### src/rtl/shift_pkg.sv
// Shared types and helpers for the shift execution unit.
package shift_pkg;

    typedef enum logic [1:0] {
        SHIFT_SLL = 2'b00,
        SHIFT_SRL = 2'b01,
        SHIFT_SRA = 2'b10,
        SHIFT_RSV = 2'b11
    } shift_op_t;

    localparam int unsigned MAX_W = 64;

    // Reverses the low w bits of v; upper bits of the return value are zero.
    function automatic logic [MAX_W-1:0] bitrev(input logic [MAX_W-1:0] v, input int unsigned w);
        logic [MAX_W-1:0] r;
        logic [5:0]       src;
        r = '0;
        for (int unsigned i = 0; i < MAX_W; i++) begin
            if (i < w) begin
                src       = 6'(w - 1 - i);
                r[i[5:0]] = v[src];
            end
        end
        return r;
    endfunction

endpackage

### src/rtl/shift_pipe_if.sv
// Issue-side and writeback-side valid/ready bundle of the shift unit.
interface shift_pipe_if #(
    parameter int unsigned N    = 32,
    parameter int unsigned TAGW = 5
);
    logic                 in_valid;
    logic                 in_ready;
    logic [1:0]           in_op;
    logic [N-1:0]         in_a;
    logic [$clog2(N)-1:0] in_shamt;
    logic [TAGW-1:0]      in_tag;
    logic                 out_valid;
    logic                 out_ready;
    logic [N-1:0]         out_result;
    logic [TAGW-1:0]      out_tag;
    logic                 out_illegal;

    modport master (
        output in_valid, in_op, in_a, in_shamt, in_tag, out_ready,
        input  in_ready, out_valid, out_result, out_tag, out_illegal
    );

    modport slave (
        input  in_valid, in_op, in_a, in_shamt, in_tag, out_ready,
        output in_ready, out_valid, out_result, out_tag, out_illegal
    );
endinterface

### src/rtl/shift_stage_reg.sv
// Valid/data pipeline register; flush clears valid only, data is loaded only with a valid entry.
module shift_stage_reg #(
    parameter int unsigned W = 8
) (
    input  logic         clk,
    input  logic         rst_n,
    input  logic         flush,
    input  logic         load,
    input  logic         d_valid,
    input  logic [W-1:0] d,
    output logic         valid,
    output logic [W-1:0] q
);
    always_ff @(posedge clk or negedge rst_n) begin
        if (!rst_n) begin
            valid <= 1'b0;
            q     <= '0;
        end else if (flush) begin
            valid <= 1'b0;
        end else if (load) begin
            valid <= d_valid;
            if (d_valid) q <= d;
        end
    end
endmodule

### src/rtl/srl.sv
// Combinational logical right shifter.
module srl #(
    parameter int unsigned N = 32
) (
    input  logic [N-1:0]         data,
    input  logic [$clog2(N)-1:0] shamt,
    output logic [N-1:0]         result
);
    assign result = data >> shamt;
endmodule

### src/rtl/shift_pipe.sv
// Two-stage elastic SLL/SRL/SRA unit built from logical-right shifters only.
module shift_pipe
    import shift_pkg::*;
#(
    parameter int unsigned N    = 32,
    parameter int unsigned TAGW = 5
) (
    input  logic        clk,
    input  logic        rst_n,
    input  logic        flush,
    shift_pipe_if.slave bus
);
    localparam int unsigned SW  = $clog2(N);
    localparam int unsigned S1W = 2 + SW + TAGW + 1 + N;
    localparam int unsigned S2W = 1 + TAGW + N;

    logic           s1_valid, s2_valid, s2_free;
    logic [S1W-1:0] s1_d, s1_q;
    logic [S2W-1:0] s2_d, s2_q;

    logic [N-1:0]    pre_data;
    logic            pre_sign;
    logic [1:0]      s1_op;
    logic [SW-1:0]   s1_shamt;
    logic [TAGW-1:0] s1_tag;
    logic            s1_sign;
    logic [N-1:0]    s1_data;

    logic [N-1:0] ones, u0_y, u1_y, fill, result;
    logic         illegal;

    assign s2_free      = !s2_valid || bus.out_ready;
    assign bus.in_ready = !flush && (!s1_valid || s2_free);

    // SLL is done as reverse -> SRL -> reverse, so the operand is pre-reversed here.
    always_comb begin
        pre_data = bus.in_a;
        pre_sign = 1'b0;
        if (shift_op_t'(bus.in_op) == SHIFT_SLL) pre_data = N'(bitrev(MAX_W'(bus.in_a), N));
        if (shift_op_t'(bus.in_op) == SHIFT_SRA) pre_sign = bus.in_a[N-1];
    end

    assign s1_d = {bus.in_op, bus.in_shamt, bus.in_tag, pre_sign, pre_data};
    assign {s1_op, s1_shamt, s1_tag, s1_sign, s1_data} = s1_q;

    shift_stage_reg #(.W(S1W)) u_s1 (
        .clk     (clk),
        .rst_n   (rst_n),
        .flush   (flush),
        .load    (bus.in_ready),
        .d_valid (bus.in_valid),
        .d       (s1_d),
        .valid   (s1_valid),
        .q       (s1_q)
    );

    assign ones = '1;

    srl #(.N(N)) u0 (
        .data   (s1_data),
        .shamt  (s1_shamt),
        .result (u0_y)
    );

    srl #(.N(N)) u1 (
        .data   (ones),
        .shamt  (s1_shamt),
        .result (u1_y)
    );

    always_comb begin
        fill    = s1_sign ? ~u1_y : '0;
        result  = '0;
        illegal = 1'b0;
        case (shift_op_t'(s1_op))
            SHIFT_SLL: result = N'(bitrev(MAX_W'(u0_y), N));
            SHIFT_SRL: result = u0_y;
            SHIFT_SRA: result = u0_y | fill;
            SHIFT_RSV: illegal = 1'b1;
        endcase
    end

    assign s2_d = {illegal, s1_tag, result};

    shift_stage_reg #(.W(S2W)) u_s2 (
        .clk     (clk),
        .rst_n   (rst_n),
        .flush   (flush),
        .load    (s2_free),
        .d_valid (s1_valid),
        .d       (s2_d),
        .valid   (s2_valid),
        .q       (s2_q)
    );

    assign bus.out_valid = s2_valid;
    assign {bus.out_illegal, bus.out_tag, bus.out_result} = s2_q;
endmodule

### src/flat_wrapper.sv
// flat-port wrapper written by rule: the top's interface ports become plain ports
module shift_pipe_flat import shift_pkg::*;
#(
    parameter int unsigned N    = 32,
    parameter int unsigned TAGW = 5
)
  (clk, rst_n, flush, bus_in_valid, bus_in_op, bus_in_a, bus_in_shamt, bus_in_tag, bus_out_ready, bus_in_ready, bus_out_valid, bus_out_result, bus_out_tag, bus_out_illegal);
  shift_pipe_if #(.N(N), .TAGW(TAGW)) bus_i ();
  input  logic clk;
  input  logic rst_n;
  input  logic flush;
  input wire logic [$bits(bus_i.in_valid)-1:0] bus_in_valid;
  input wire logic [$bits(bus_i.in_op)-1:0] bus_in_op;
  input wire logic [$bits(bus_i.in_a)-1:0] bus_in_a;
  input wire logic [$bits(bus_i.in_shamt)-1:0] bus_in_shamt;
  input wire logic [$bits(bus_i.in_tag)-1:0] bus_in_tag;
  input wire logic [$bits(bus_i.out_ready)-1:0] bus_out_ready;
  output wire logic [$bits(bus_i.in_ready)-1:0] bus_in_ready;
  output wire logic [$bits(bus_i.out_valid)-1:0] bus_out_valid;
  output wire logic [$bits(bus_i.out_result)-1:0] bus_out_result;
  output wire logic [$bits(bus_i.out_tag)-1:0] bus_out_tag;
  output wire logic [$bits(bus_i.out_illegal)-1:0] bus_out_illegal;
  assign bus_i.in_valid = bus_in_valid;
  assign bus_i.in_op = bus_in_op;
  assign bus_i.in_a = bus_in_a;
  assign bus_i.in_shamt = bus_in_shamt;
  assign bus_i.in_tag = bus_in_tag;
  assign bus_i.out_ready = bus_out_ready;
  assign bus_in_ready = bus_i.in_ready;
  assign bus_out_valid = bus_i.out_valid;
  assign bus_out_result = bus_i.out_result;
  assign bus_out_tag = bus_i.out_tag;
  assign bus_out_illegal = bus_i.out_illegal;
  shift_pipe #(.N(N), .TAGW(TAGW)) u_core (.clk(clk), .rst_n(rst_n), .flush(flush), .bus(bus_i));
endmodule
### config.mk
export PLATFORM = sky130hd
export DESIGN_NAME = shift_pipe_flat
export DESIGN_NICKNAME = d
export VERILOG_FILES = /design/src/rtl/shift_pkg.sv /design/src/rtl/shift_pipe_if.sv /design/src/rtl/shift_stage_reg.sv /design/src/rtl/srl.sv /design/src/rtl/shift_pipe.sv /design/src/flat_wrapper.sv
export SDC_FILE = /design/constraint.sdc
export NUM_CORES = 1
export LEC_CHECK = 0
export CORE_UTILIZATION = 55
export CTS_BUF_LIST = sky130_fd_sc_hd__clkbuf_8
export DETAILED_ROUTE_END_ITERATION = 10
export GPL_TIMING_DRIVEN = 0
export HOLD_SLACK_MARGIN = 0.08
export PLACE_DENSITY = 0.78
export SETUP_SLACK_MARGIN = 0.4
export SYNTH_ARGS = -nofsm -noshare
export SYNTH_HDL_FRONTEND = slang
export SYNTH_HIERARCHICAL = 1
export SYNTH_SLANG_ARGS = --single-unit
export TNS_END_PERCENT = 1
### constraint.sdc
create_clock -name clk -period 2.86 [get_ports clk]
set_input_delay 0.286 -clock clk [delete_from_list [all_inputs] [get_ports clk]]
set_output_delay 0.286 -clock clk [all_outputs]
set_load 0.05 [all_outputs]
# == After elaboration in Yosys (flattened, before gate mapping) ==
# Cells that the tools add are included.
# totals
out_inout_bits,40
register_bits,85
# op_classes
n_reduce_logical,12
n_bitwise,3
shift,2
mux,9
eq_ne,4
# ops
cell,n
$pmux 32 s3,1
$mux 32,2
$not 32->32,1
$or 32x32->32,1
$shr 32x5->32,1
$shr 32x5->32 const A,1
$eq 2x2->1 const B,3
$mux 1,6
$reduce_and 3->1,2
$logic_not 2->1,2
$reduce_bool 2->1,2
$logic_not 1->1,3
$eq 2x1->1 const B,1
$logic_or 1x1->1,2
$logic_and 1x1->1,1
$not 1->1,1

# == Logic depth before layout (Yosys ltp) ==
# Gate-level depths: netlist of the first run.
# logic_depth
depth_word,6
depth_mapped,10

# == By module ==
# Netlist of the first run, hierarchy kept.
# modules_own_cells
mod,cells_each,seq_area_each_um2,area_per_inst_um2,n_inst
srl,180,0.0,1641.6,2
shift_pipe,222,0.0,2133.3,1
shift_stage_reg at u_core.u_s1,99,1151.1,1920.6,1
shift_stage_reg at u_core.u_s2,84,975.9,1556.5,1

# == Worst setup path after synthesis of the first run ==
# Ideal clock, no wire load.
# synth_path
kind,reg2reg
startpoint,register u_core.u_s2.valid
endpoint,register u_core.u_s1.q[0]
n_path_buf,2
setup_ns,0.125
t_arrival_ns,2.483
t_required_ns,2.735
setup_slack_ns,0.252
stages_incl_launch_ff,6
cell_sequence,dfrtp_1 > a31oi_1 > nand3b_1 > buf_6 > buf_12 > mux2_4
# synth_between
elab_chain_cells,5
# synth_lines
element,line_no,source
"start, declared",shift_stage_reg.sv:11,"output logic valid,"
"start signal, assigned",shift_stage_reg.sv:21,valid <= d_valid;
$logic_not 1->1,shift_pipe.sv:32,assign s2_free = !s2_valid || bus.out_ready;
$logic_or 1x1->1,shift_pipe.sv:32,
$logic_or 1x1->1,shift_pipe.sv:33,assign bus.in_ready = !flush && (!s1_valid || s2_free);
$logic_and 1x1->1,shift_pipe.sv:33,
net bus_in_ready,flat_wrapper.sv:18,output wire logic [$bits(bus_i.in_ready)-1:0] bus_in_ready;
$reduce_and 3->1 (no source line),--,
"end signal, assigned",shift_stage_reg.sv:17,q <= '0;
"end signal, assigned",shift_stage_reg.sv:22,if (d_valid) q <= d;
"end, declared",shift_stage_reg.sv:12,output logic [W-1:0] q
# The timed path passes the listed nets, and every way through them passes these cells.
# A chain may end at the register's enable or synchronous reset.

# == Worst setup path in the final report of the first run ==
# layout_path
startpoint,register u_core.u_s1.q[38]
endpoint,register u_core.u_s2.q[1]
# layout_between
word_cells_on_any_way,6
classes_between,shift (2); mux (2); bitwise (2)
# layout_rtl
element,line_no,source
$shr 32x5->32 (*),srl.sv:9,assign result = data >> shamt;
net u_core.u0_y[1],shift_pipe.sv:29,"logic [N-1:0] ones, u0_y, u1_y, fill, result;"
$or 32x32->32,shift_pipe.sv:78,SHIFT_SRA: result = u0_y | fill;
$pmux 32 s3 (*),shift_pipe.sv:75,case (shift_op_t'(s1_op))
net u_core.result[1],shift_pipe.sv:29,
"end signal, assigned",shift_stage_reg.sv:17,
"end signal, assigned",shift_stage_reg.sv:22,
"end, declared",shift_stage_reg.sv:12,
# Mark *: on every way through the listed nets, which the timed path passes. The rest lies on a longest branch.

==> reports/metrics.csv, run 1 <==
metric,value,unit
die_area,16700,um2
fin_crit_sh,94.1,%
grt_pass1_wl,40200,um
path_max_fanout,5,
synth_top_family_by_area,multiplexers,
overflow,0,
synthTopCellsByArea,"dfrtp_1 24%, mux2_4 15%, mux4_2 15%",
crit-reg2reg-capture,u_core/u_s2/q[1],
cp.depth,7,
finalClockSkew,0.0214,ns
avgRoutedWirePerCell,20.6,um
cts_num_sinks,85,
rows,46,
ant_nets,0,
max-slew-margin-rel,64.7,%
num_vias,7242,
dp_cells,1193,
rsz0062_at_grt,true,
netSwitchingFraction,47.4,%
grt_pass1_vias,7148,
synth.area.mux_share,38.9,%
ys_types,55,
drtPass1Iterations,6,
p_seq_share,22.6,%
status,"finished, final reports clean",
maxCapViolations,0,
whs,0.359,ns
ios,89,
grt_max_degree,59,
hold_class,in2async,
synth_compound_gate_area_share,13.6,%
rrSetupSlack,0.17,ns
critPathLaunch,u_core/u_s1/q[38],
fmax,0.371,GHz
path_buf_inv,1,
synthFlopType,dfrtp_1,
critPathCaptureType,flop,
setup_violations,0,
ys_seq_area_share,23.9,%
rr_worst_depth,7,
drt_iter0_drc,630,
dp_hpwl,20000,um
cts-root-buf,clkbuf_8,
arrival,2.96,ns
drive_gt1_share,36.0,%
yosys.area.top_type,dfrtp_1,
slew_violations,0,
fin_nets,1050,
coreArea,15800,um2
htree_levels,3,
antenna_cells,0,
die_h,129,um
cts_inserted_buffers,9,
cp-endpoint,u_core/u_s2/q[1],
synthAdderAreaFrac,0,%
r2r-start,u_core/u_s1/q[38],
vias_per_cell,5.93,
pwr-share-clk,10.5,%
die_width,129,um
cp_slowest_cell,mux4_2,
worstPathCellList,buf_6 -> mux4_2 -> mux4_2 -> a221o_1 -> nor2b_2 -> a221oi_2 -> mux2_2,
power.leakage,0.00465,uW
antenna_found_initial,0,
postSynth.asyncResetShare,100,%
setup_tns,0,ns
clockBufferDepth,2,
syn_avg_cell_area,11.6,um2
portBuffers,88,
drt_wl_total,25200,um
final_cells,1222,
gp_congestion,0.899,
final_core_util,69.5,%
initial_core_util,56.2,%
p_switching,4050,uW
ys_warn_count,6,
synth-edff-count,0,
synthToLayoutAreaGrowth,23.8,%
power_density,775,nW/um2
drc,0,
cpPeakStageDelay,0.55,ns
hold_violations,0,
syn_inst,765,
synth_xor_area_share,0,%
ir_worst_vdd,0.507,mV
grtUsageTotal,32.1,%
synth.top_cell.area_share,23.9,%
ys_ff_latch,85,
syn-cell-area,8890,um2
crit_top_cell,mux4_2,
clk_latency,0.39,ns
clk_pin_slew,0.12,ns
period_needed,2.69,ns
intPower,4490,uW
combPwrFrac,66.9,%
yosys.area_share.simple,16.9,%
cp-start-kind,flop,
cp.required,3.12,ns
cts_tree,built,
path_class,reg2reg,
tightest_slew,0.530,ns
nFillCells,1232,
critPathTopFamily,multiplexers,
per-layer routing:
metal / GRT usage (%) / wire length [um]
met1: 43.1 / 10900
met2: 52.7 / 12000
met3: 4.91 / 1410
met4: 11.6 / 868
met5: 0 / 0
cell families (layout without fill, tap and decap cells):
logic type	Yosys count	in the layout
AOI/OAI and AO/OA	125	125
and+or+nand+nor	252	252
DFF	85	85
buffers and inverters	79	197
other	1	124
muxes	223	223
layout by cell type (no fill, tap or decap), types with 14 or more instances in the layout:
cell type        instances
mux2_4                  92
nor3_2                  30
nand2_1                 28
clkdlybuf4s50_1         87
nor2b_1                 33
buf_4                   20
a221oi_2                32
conb_1                 124
mux2i_1                 31
dfrtp_1                 81
mux2_2                  39
clkbuf_1                14
nand2b_1                66
mux4_2                  58
buf_2                   16
nor2_1                  48
through the flow:
step / cell area [um2] / total power (uW) / setup WS, ns
floorplan: 9360 / 5840 / 0.282
global placement: 10500 / 7210 / -1.44
detailed placement: 10500 / 7280 / -0.391
CTS: 10900 / 8340 / 0.174
global route: 11000 / 8980 / 0.120
finish: 11000 / 8540 / 0.168
how the worst min path moves through the flow:
stage                      from                end  slack, ns  cells past startpoint
5_1_grt                   rst_n  u_core/u_s1/q[34]       0.39                      2
4_1_cts                   rst_n  u_core/u_s2/q[14]       0.35                      2
3_5_place_dp              rst_n  u_core/u_s2/q[33]       0.24                      1
2_1_floorplan             rst_n   u_core/u_s1/q[0]      -0.01                      0
3_3_place_gp   u_core/u_s2/q[2]   u_core/u_s2/q[2]       0.49                      1
6_report                  rst_n   u_core/u_s2/q[7]       0.36                      2
Yosys cell counts, types with 4 or more instances:
master and number:
mux2i_1 34, nor3_2 29, a22oi_1 12, nor3_1 9, dfrtp_1 85, buf_2 23
buf_6 7, or3_1 6, a211o_1 4, a21oi_1 6, o21ai_1 4, nor2b_1 34
a32oi_1 6, nand2b_1 66, mux2_4 90, buf_12 12, nand2_1 29, mux4_2 58
inv_1 7, a22o_1 4, or2_2 4, mux2_2 41, o211ai_1 6, buf_1 4
nor2_1 48, a221o_1 4, o221ai_1 4, o22ai_1 6, o31ai_1 4, buf_4 5
o2bb2ai_1 6, a211oi_1 8, clkbuf_1 19, and2_1 7, a221oi_2 32, nand3b_1 8
power by group through the flow:
| stage | sequential [uW] | clock [uW] | combinational, uW |
|---|---|---|---|
| after floorplan | 2710 | 0 | 3130 |
| after global placement | 1920 | 0 | 5290 |
| after detailed placement | 1940 | 0 | 5340 |
| after CTS | 1920 | 929 | 5490 |
| after global routing | 1970 | 982 | 6030 |
| final | 1930 | 898 | 5710 |
layout make-up:
class | count | area, um2 | share of cell area, %
buffer | 70 | 611 | 5.55
clock buffer | 9 | 124 | 1.13
clock inverter | 7 | 80.1 | 0.727
inverter | 9 | 33.8 | 0.307
multi-input combinational | 724 | 6750 | 61.3
sequential | 85 | 2130 | 19.4
tap | 216 | 270 | 2.46
timing repair buffer | 102 | 1010 | 9.14
repair_timing:
item                                   CTS  global route
resized for setup                       29            23
buffers inserted                         9             2
endpoints found under the hold margin   27             0
setup endpoints to repair               32            32
pin swaps                                4             2
cloned                                   1             0
hold buffers                             1             0
registers in the layout, summed over array words and instances, names as in the netlist:
| name | cells |
|---|---|
| u_core/u_s2/q | 38 |
| u_core/u_s1/valid | 1 |
| u_core/u_s1/q | 45 |
| u_core/u_s2/valid | 1 |
(Power assumes the default switching activity.)
==> run 2: changes to the inputs <==
- clock period: 2.86 -> 2.65 ns (I/O delays scaled with it)
==> run 2 against run 1 <==
  * The flow now finishes with violations (negative setup slack)
  * Register-to-register slack lost 0.21 ns
  * Clock skew is essentially flat
  * Setup slack lost 0.21 ns
  * Clock power grew 8.0%
  * Critical path depth is the same
  * Non-clock buffer count shrank 2
  * Sequential share of layout area shrank 0.17 points
  * Largest power group unchanged
  * Highest routed layer unchanged
==> reports/metrics.csv, run 2 (synthesized netlist as in run 1, its figures left out) <==
metric,value,unit,change
antenna_cells,0,,unchanged
fmax,0.372,GHz,+0.14%
p_seq_share,22.3,%,-0.3 points
num_vias,7263,,+0.29%
clockBufferDepth,2,,unchanged
setup_violations,2,,+2
intPower,4900,uW,+9.2%
whs,0.338,ns,-0.0217 ns
top_layer,met4,,
cts_inserted_buffers,9,,unchanged
grtUsageTotal,32.2,%,+0.063 points
dp_hpwl,20000,um,unchanged
dr_wl_met3,1420,um,+0.92%
cp-start-kind,flop,,
grt_max_degree,59,,unchanged
reg.largest.list,"u_core/u_s1/q: 45 flops, u_core/u_s2/q: 38 flops",,
cts_num_sinks,85,,unchanged
drive_gt1_share,37.4,%,+1.4 points
cpPeakStageDelay,0.55,ns,about the same
coreArea,15800,um2,unchanged
ant_nets,0,,unchanged
nFillCells,1229,,-0.24%
worst_slack,-0.0382,ns,-0.206 ns
r2r-start,u_core/u_s1/q[38],,
hold_violations,0,,unchanged
hold_class,in2async,,
finalClockSkew,0.0217,ns,+0.000268 ns
htree_levels,3,,unchanged
die_area,16700,um2,unchanged
grt_pass1_vias,7160,,+0.17%
path_max_fanout,5,,unchanged
maxCapViolations,0,,unchanged
final_common_cell,conb_1,,
path_class,reg2reg,,
rr_worst_depth,7,,unchanged
cp_slowest_cell,mux4_2,,
crit_top_cell,mux4_2,,
met1_length,10900,um,+0.21%
path_buf_inv,1,,unchanged
vias_per_cell,5.95,,+0.45%
synthToLayoutAreaGrowth,24.9,%,
rrSetupSlack,-0.04,ns,-0.21 ns
p_switching,4420,uW,+9.3%
fin_nets,1048,,-0.19%
die_h,129,um,unchanged
final_core_util,70.2,%,+0.63 points
worstPathCellList,buf_6 -> mux4_2 -> mux4_2 -> a221o_1 -> nor2b_2 -> a221oi_2 -> mux2_2,,
overflow,0,,unchanged
cts_tree,built,,
period_needed,2.69,ns,-0.00388 ns
total_power,9320,uW,+9.2%
grt_pass1_wl,40300,um,+0.22%
drc,0,,unchanged
ir_worst_vdd,0.548,mV,+8.0%
cts-root-buf,clkbuf_8,,
rows,46,,unchanged
ios,89,,unchanged
combPwrFrac,67.3,%,+0.4 points
drt_iter0_drc,556,,-12%
power_density,839,nW/um2,+8.3%
slew_violations,0,,unchanged
max-slew-margin-rel,62.1,%,-2.6 points
largest-register,u_core/u_s1/q,,
gp_congestion,0.899,,unchanged
critPathCaptureType,flop,,
mostFrequentLayoutCells,"124 x conb_1, 94 x mux2_4, 87 x clkdlybuf4s50_1, 81 x dfrtp_1, 65 x nand2b_1",,
clk_latency,0.39,ns,about the same
fin_crit_sh,101,%,+7.3 points
power.leakage,0.00468,uW,+0.65%
antenna_found_initial,0,,unchanged
tightest_slew,0.569,ns,+0.0392 ns
cp.required,2.91,ns,-0.21 ns
wl_met2,12100,um,+0.41%
violations,negative setup slack,,
status,"finished, violations left",,
clk_pin_slew,0.12,ns,about the same
pwr-share-clk,10.4,%,about the same
drtPass1Iterations,6,,unchanged
crit-reg2reg-capture,u_core/u_s2/q[1],,
netSwitchingFraction,47.4,%,about the same
rsz0062_at_grt,true,,
largest_reg_flops,45,,unchanged
drt_wl_total,25300,um,+0.51%
avgRoutedWirePerCell,20.7,um,+0.67%
initial_core_util,56.2,%,unchanged
arrival,2.95,ns,about the same
die_width,129,um,unchanged
critPathTopFamily,multiplexers,,
portBuffers,88,,unchanged
[run 2: cell types whose count changed in the layout (fill, tap and decap cells not counted), sizes merged]
| cell | previous run | this run |
|---|---|---|
| buf | 62 | 59 |
| clkbuf | 31 | 32 |
[run 2: power by group through the flow]
stage / Clock [uW] / Combinational [uW] / Sequential, uW
after detailed placement: 0 / 5760 / 2090
after floorplan: 0 / 3380 / 2920
after global routing: 1060 / 6610 / 2130
final: 970 / 6280 / 2080
after CTS: 1000 / 5960 / 2070
after global placement: 0 / 5700 / 2080
[run 2: timing repair]
| action | 4_1_cts | 5_1_grt |
|---|---|---|
| pin swaps | 5 | 6 |
| resized for setup | 39 | 42 |
| hold endpoints to repair | 27 | 0 |
| hold buffers | 1 | 0 |
| buffers inserted | 9 | 0 |
| cloned | 1 | 0 |
| setup endpoints to repair | 32 | 33 |
[run 2: area by class of cell]
type                            instances  area [um2]  area share (%)
Buffer                                 70         636            5.72
Tap cell                              216         270            2.43
Clock inverter                          7        80.1           0.721
Sequential cell                        85        2130            19.2
Timing Repair Buffer                  100         991            8.92
Clock buffer                            9         124            1.12
Inverter                                9        33.8           0.304
Multi-Input combinational cell        724        6840            61.6
[run 2: metrics by stage]
| step | instance area (um2) | setup slack [ns] | instances | TNS (ns) |
|---|---|---|---|---|
| floorplan | 9360 | 0.0725 | 888 | 0 |
| global placement | 10500 | -1.62 | 1192 | -142.72 |
| CTS | 11000 | -0.0352 | 1220 | -0.102 |
| detailed placement | 10500 | -0.601 | 1193 | -6.33 |
| global route | 11100 | -0.0944 | 1220 | -0.394 |
| finish | 11100 | -0.0382 | 1220 | -0.0523 |
[run 2: worst max-delay path by stage]
stage	from	end	cells past startpoint	slack [ns]
2_1_floorplan	u_core/u_s1/q[38]	u_core/u_s2/q[5]	9	0.07
5_1_grt	u_core/u_s1/q[39]	u_core/u_s2/q[1]	8	-0.09
3_3_place_gp	rst_n	u_core/u_s1/q[39]	1	-1.62
4_1_cts	u_core/u_s1/q[38]	u_core/u_s2/q[3]	9	-0.04
3_5_place_dp	u_core/u_s1/q[41]	u_core/u_s2/q[5]	9	-0.60
6_report	u_core/u_s1/q[38]	u_core/u_s2/q[1]	7	-0.04
[run 2: worst register-to-register path, stage by stage, from the launching register on]
cell and delay, ns:
dfrtp_2 0.44, buf_6 0.16, mux4_2 0.55, mux4_2 0.51
a221o_1 0.41, nor2b_2 0.15, a221oi_2 0.07, mux2_2 0.28
[run 2: per-layer routing]
layer | GRT usage [%] | up-vias
met5 | 0 | -
met4 | 11.6 | 0
met3 | 4.75 | 66
met2 | 52.8 | 316
met1 | 43.3 | 3574
li1 | - | 3307
